### config.mk
export PLATFORM = sky130hd
export DESIGN_NAME = regfile_mp
export DESIGN_NICKNAME = d
export VERILOG_FILES = /design/src/rtl/regfile_mp.sv
export SDC_FILE = /design/constraint.sdc
export NUM_CORES = 2
export LEC_CHECK = 0
export CORE_MARGIN = 1
export CORE_UTILIZATION = 57
export DETAILED_ROUTE_END_ITERATION = 10
export HOLD_SLACK_MARGIN = 0.08
export PLACE_DENSITY = 0.74
export REMOVE_ABC_BUFFERS = 1
export SYNTH_ARGS = -nofsm -noshare
export SYNTH_HDL_FRONTEND = slang
export SYNTH_SLANG_ARGS = --single-unit
### constraint.sdc
create_clock -name clk -period 5.45 [get_ports clk]
set_clock_uncertainty 0.05 [all_clocks]
set_input_delay 1.635 -clock clk [delete_from_list [all_inputs] [get_ports clk]]
set_output_delay 1.635 -clock clk [all_outputs]
set_load 0.05 [all_outputs]
### src/rtl/regfile_mp.sv
// regfile_mp: parameterised register file with NREAD combinational read
// ports and two clocked write ports. Entry 0 reads as constant zero.
// After reset a clear sequencer zeroes entries 1..DEPTH-1, one per edge,
// then raises init_done.
// Optional feature macro: REGFILE_BYPASS_EN (same-cycle write-to-read
// forwarding for the pipelined core).
module regfile_mp #(
    parameter int DATA_W = 32,
    parameter int DEPTH  = 32,
    parameter int NREAD  = 2,
    parameter int ADDR_W = $clog2(DEPTH)
) (
    input  logic                     clk,
    input  logic                     rst_n,
    input  logic                     we0,
    input  logic [ADDR_W-1:0]        wa0,
    input  logic [DATA_W-1:0]        wd0,
    input  logic                     we1,
    input  logic [ADDR_W-1:0]        wa1,
    input  logic [DATA_W-1:0]        wd1,
    input  logic [NREAD*ADDR_W-1:0]  ra,
    output logic [NREAD*DATA_W-1:0]  rd,
    output logic                     init_done
);

    typedef enum logic {
        CLEAR = 1'b0,
        RUN   = 1'b1
    } state_t;

    // Depth widened by one bit so the range check also works when DEPTH
    // is an exact power of two.
    localparam logic [ADDR_W:0]   DEPTH_X  = (ADDR_W+1)'(DEPTH);
    localparam logic [ADDR_W-1:0] LAST_IDX = ADDR_W'(DEPTH - 1);
    localparam logic [ADDR_W-1:0] FIRST_IDX = ADDR_W'(1);

    state_t              state;
    logic [ADDR_W-1:0]   clr_idx;
    logic [DATA_W-1:0]   rf [DEPTH];
    logic [NREAD*DATA_W-1:0] rd_c;

    // Qualified write strobes: enabled, nonzero and inside the array.
    logic                wr0_ok;
    logic                wr1_ok;

    always_comb begin
        wr0_ok = we0 && (wa0 != '0) && ({1'b0, wa0} < DEPTH_X);
        wr1_ok = we1 && (wa1 != '0) && ({1'b0, wa1} < DEPTH_X);
    end

    // Sequencer, init flag and array storage; port 1 is assigned last so it
    // wins a same-address collision.
    always_ff @(posedge clk) begin
        if (!rst_n) begin
            state     <= CLEAR;
            clr_idx   <= FIRST_IDX;
            init_done <= 1'b0;
        end else begin
            case (state)
                CLEAR: begin
                    rf[clr_idx] <= '0;
                    clr_idx     <= clr_idx + FIRST_IDX;
                    if (clr_idx == LAST_IDX) begin
                        state     <= RUN;
                        init_done <= 1'b1;
                    end
                end
                RUN: begin
                    if (wr0_ok) begin
                        rf[wa0] <= wd0;
                    end
                    if (wr1_ok) begin
                        rf[wa1] <= wd1;
                    end
                end
                default: begin
                    state <= CLEAR;
                end
            endcase
        end
    end

    // Combinational read ports: zero for address 0, out-of-range addresses
    // and while clearing; optional forwarding of same-cycle write data.
    always_comb begin
        rd_c = '0;
        for (int unsigned i = 0; i < NREAD; i++) begin : g_read
            logic [ADDR_W-1:0] a;
            logic [DATA_W-1:0] d;
            a = ra[i*ADDR_W +: ADDR_W];
            d = '0;
            if ((state == RUN) && (a != '0) && ({1'b0, a} < DEPTH_X)) begin
                d = rf[a];
`ifdef REGFILE_BYPASS_EN
                if (wr0_ok && (wa0 == a)) begin
                    d = wd0;
                end
                if (wr1_ok && (wa1 == a)) begin
                    d = wd1;
                end
`endif
            end
            rd_c[i*DATA_W +: DATA_W] = d;
        end
    end

    assign rd = rd_c;

endmodule

Word level (Yosys, flattened, before mapping)
Memory sizes are Yosys's and may differ from the RTL's.
Index checks and enable logic that the tools add are counted.

word-level totals
  output and inout port bits = 65
  RAM bits = 1024
  register bits = 7
  memories kept = 1

memory list
  name  depth  bits a word  rd ports  clocked after memory_dff  write ports  RTL line  text
  rf    32     32           2         0                         2            39        logic [DATA_W-1:0] rf [DEPTH];

cells by class
  add/sub/neg operators = 1
  bitwise operators = 1
  mux-type cells = 18
  eq/ne operators = 1
  reduce and logical (&&, ||, !) cells = 10

operator list
  kind                                         count
  two-way mux 32 bit                           3
  OR reduction 32 bit                          1
  nonzero test 5 bit                           4
  two-way mux 1 bit                            14
  adder 5 x 1 -> 5 bit, second input constant  1
  equality test 5 bit, second input constant   1
  two-way mux 5 bit                            1
  logical AND 1 bit                            4
  AND reduction 2 bit                          1
  inverter 1 bit                               1

Logic depth before layout (Yosys ltp)
  depth in word-level cells = 8
  gate-level depth with buffers = 9

Least setup slack after synthesis
No wires, ideal clock.

  kind = in2reg
  start point = in wa0[3]
  end point = mem rf[5][0] (enable)
  stages = 4
  path slack = 166 ps
  arrival time = 4768 ps
  cells stage by stage = or3_1 > nor4_1 > o221ai_1 > o21ai_0

RTL lines
  item                RTL line  text
  start: declaration  16        input logic [ADDR_W-1:0] wa0,
  end: declaration    39

Final worst setup path
  start point = in ra[5]
  end point = out rd[40]

on the way
  cells in the longest elaborated chain, start to end = 3

ends and longest elaborated chain
  item                                                          RTL line  text
  start: declaration                                            21        input logic [NREAD*ADDR_W-1:0] ra,
  branches (longest 2 deep; another with memory (32 x 32 bit))  -
  two-way mux 32 bit *                                          92        if ((state == RUN) && (a != '0) && ({1'b0, a} < DEPTH_X)) begin
  end: declaration                                              22        output logic [NREAD*DATA_W-1:0] rd,

Mark *: on every way between the ends.

==> run summary <==
The first TritonRoute pass finished after 10 iterations. The number of instances in the synthesized netlist was 5044; the count of input and output buffers was 152. In this run the worst path has a maximum fanout of 15. Once detail routing completed, the nets flagged for antenna violations numbered 0.

The run gives 5102 as the final layout net count. Setup violations remaining at the end of the flow were counted as 2. The run gives 109 as the total CTS buffers.

In this run, distinct cell masters in the synthesized netlist total 54. The die footprint is 0.107 mm^2. Summed over all cells, the static leakage comes to 0.0245 uW.

For the number of slew-limit violations in the final report, the log shows 0. The remaining max-slew budget at the tightest pin was 14.9%; the first-iteration detailed-routing DRC count was 8692. The finished layout holds 6490 standard cells, fillers aside.

The initialized floorplan defines 118 standard-cell rows. The routability congestion estimate from global placement came out at 0.975. A synthesized cell averages 11.9 um^2. The largest voltage drop on the vdd net came out at 0.000272 V.

The share of async-settable or async-resettable flops after synthesis is 0%, and the via count of the first global-routing pass is 45807. Counting tap cells, the placed design contains a total of 6281 instances. TritonCTS built the clock tree. The min-delay analysis places its worst path in the category reg -> reg. The setup TNS was -62.8 ps.

Summing every instance area after synthesis gives 0.0602 mm^2. Data arrives at the worst endpoint at 3810 ps. Number of max-capacitance violations reported: 0. The vertical extent of the die came out at 327 um. The tools report the source-to-sink clock delay at the later pin of the worst-skew pair as 710 ps.

The dominant synthesized flop cell is edfxtp_1. After detailed routing, the number of vias per cell comes to 7.32. From left edge to right edge, the die measures 327 um. The routed layout has 47533 vias. The count of flip-flops with a built-in enable after synthesis came out at 1024. STA classifies the critical path endpoint as an output port.

Sorting the synthesized cells by area gives the leading types as edfxtp_1, mux2_2, mux4_2. Clock-pin slew reported for the worst setup and hold paths after clock tree synthesis: 60 ps. In this run the power density over the cells is 254 mW/mm^2. The final routed DRC violation total was 0. Summed over all layers, the routed wires come to 221000 um. The run gives 51.3% as the sequential fraction of the synthesis area.

For the worst-case clock buffer depth, the log shows 3. Setup repair after global routing left no endpoint under its margin. The logs give 313000 um for the first-pass GRT wire length and 1031 for the number of clock sinks. The run finished, with violations left.

The cell chosen for the clock root was clkbuf_16. The cell area reported after detailed placement is 0.0654 mm^2. The worst setup slack after layout is -46.5 ps. The checks that failed: setup timing. The worst setup path is launched from an input port. Entering global routing, the biggest net connects 65 pins. For this run the aggregate overflow at the end of global routing stands at 0. Number of synthesis warnings: 0.

At the pin with the least slew margin, the transition time is 1270 ps. The worst setup path is of the in -> out kind. Data on the critical path is required at its endpoint by 3760 ps. The commonest cells after synthesis are edfxtp_1, nand2_1, o21ai_0. The logs give 153 for the I/O pin count and 0.104 mm^2 for the floorplan core area. The run gives 3 as the deepest level of the CTS H-tree. Counting flops and latches in the post-synthesis netlist gives 1031. For this configuration, the core starts out at a cell density of 57.8%. The HPWL after detailed placement is 135000 um. The global-route usage over all layers was 40.9%; the minimum clock period was 5500 ps.

The share of the synthesized area in the top cell type was 51.1%. Summed over all instances, the cell type with the most area after synthesis is edfxtp_1. Once layout is done, the placed cells without fillers occupy 0.0690 mm^2. Based on the critical path, the design can be clocked at up to 182 MHz.

At the end of the flow the core is filled with cells to 66.3%. The final hold slack is 422 ps, and the initial antenna violation count is 9. Dividing the final minimum period by the clock period gives 101%. The layout cell share with drive strength beyond 1 came out at 27.7%. The most common cell in the synthesized netlist is edfxtp_1. The final-report hold violation count is 0, and the area overhead of the layout relative to synthesis is 14.7%. After detailed routing, the average wire length per cell comes to 34.1 um.
-- path summary, 6_finish.rpt --
| path | from | end | slack [ps] | depth (start not counted) |
|---|---|---|---|---|
| max reg2reg | state | rf[9][18] | 1480 | 5 |
| max | ra[5] | rd[40] | -50 | 9 |
| min reg2reg | init_done | init_done | 420 | 1 |
| min | init_done | init_done | 420 | 1 |
-- where the power goes --
group | total, uW | internal [uW] | leakage (uW) | switching (uW)
clock network | 7570 | 4340 | 0.00174 | 3220
registers | 8710 | 8670 | 0.0102 | 38.1
logic | 1250 | 477 | 0.0125 | 772
-- flip-flops by register name, summed over array words and instances (netlist names) --
signal and cells:
clr_idx 5, state 1, rf 1024, init_done 1
-- cell type report --
cell class | count | area, um^2
multi-input combinational | 3356 | 26800
clock buffer | 141 | 2960
sequential | 1031 | 30900
clock inverter | 63 | 611
timing repair buffer | 477 | 5880
fill | 7348 | 35100
antenna | 5 | 12.5
inverter | 37 | 139
tap | 1380 | 1730
-- repair_timing --
action | in CTS | in global routing
hold buffers | 0 | 0
setup endpoints to repair | 2 | 13
buffers inserted | 0 | 0
cloned | 0 | 0
pin swaps | 2 | 1
gates resized for setup | 3 | 3
-- cell usage in the layout (no fill, tap or decap), drive strengths merged, types with 4 or more instances in the layout --
cell type / count
a211oi: 65
a22o: 32
a22oi: 161
a31oi: 40
a32oi: 4
and2: 9
and3: 6
buf: 394
bufinv: 11
clkbuf: 142
clkdlybuf4s50: 78
clkinv: 46
dfxtp: 7
diode: 5
edfxtp: 1024
inv: 40
mux2: 515
mux2i: 263
mux4: 252
nand2: 775
nand2b: 11
nand3: 97
nand4: 65
nor2: 12
nor2b: 75
nor3: 30
nor3b: 6
o21ai: 747
o21bai: 21
o22ai: 65
o31a: 32
or2: 4
or3: 42
-- through the flow --
stage	total power [uW]	setup slack (ps)
2_1_floorplan	9280	-997
3_3_place_gp	10000	-48.6
3_5_place_dp	10100	-37.0
4_1_cts	17400	24.9
5_1_grt	17800	10.3
6_report	17500	-46.5
-- worst max-delay path, stage by stage --
cell and delay (ps):
buf_6 250, buf_12 240, and2_2 240, buf_4 320
a22oi_1 150, a31oi_1 270, nand4_1 270, buf_4 240
buf_12 140
-- cell families after synthesis --
logic type               share of synthesized area (%)
buffers and inverters                             5.16
adder cells (fa/ha/maj)                         0.0416
multiplexers                                      23.5
AO/OA/AOI/OAI                                     11.5
AND/OR/NAND/NOR                                   8.49
flip-flops                                        51.3
XOR/XNOR                                        0.0291
-- layer usage --
metal | vias to the layer above | global-route usage, % | part of all wire (%)
li1 | 19147 | - | -
met1 | 22817 | 53.3 | 33
met2 | 4499 | 58.7 | 42
met3 | 1058 | 14.7 | 17
met4 | 12 | 24.5 | 7.3
met5 | - | 0 | 0.038
No activity file was read; power rests on OpenSTA's default activity.
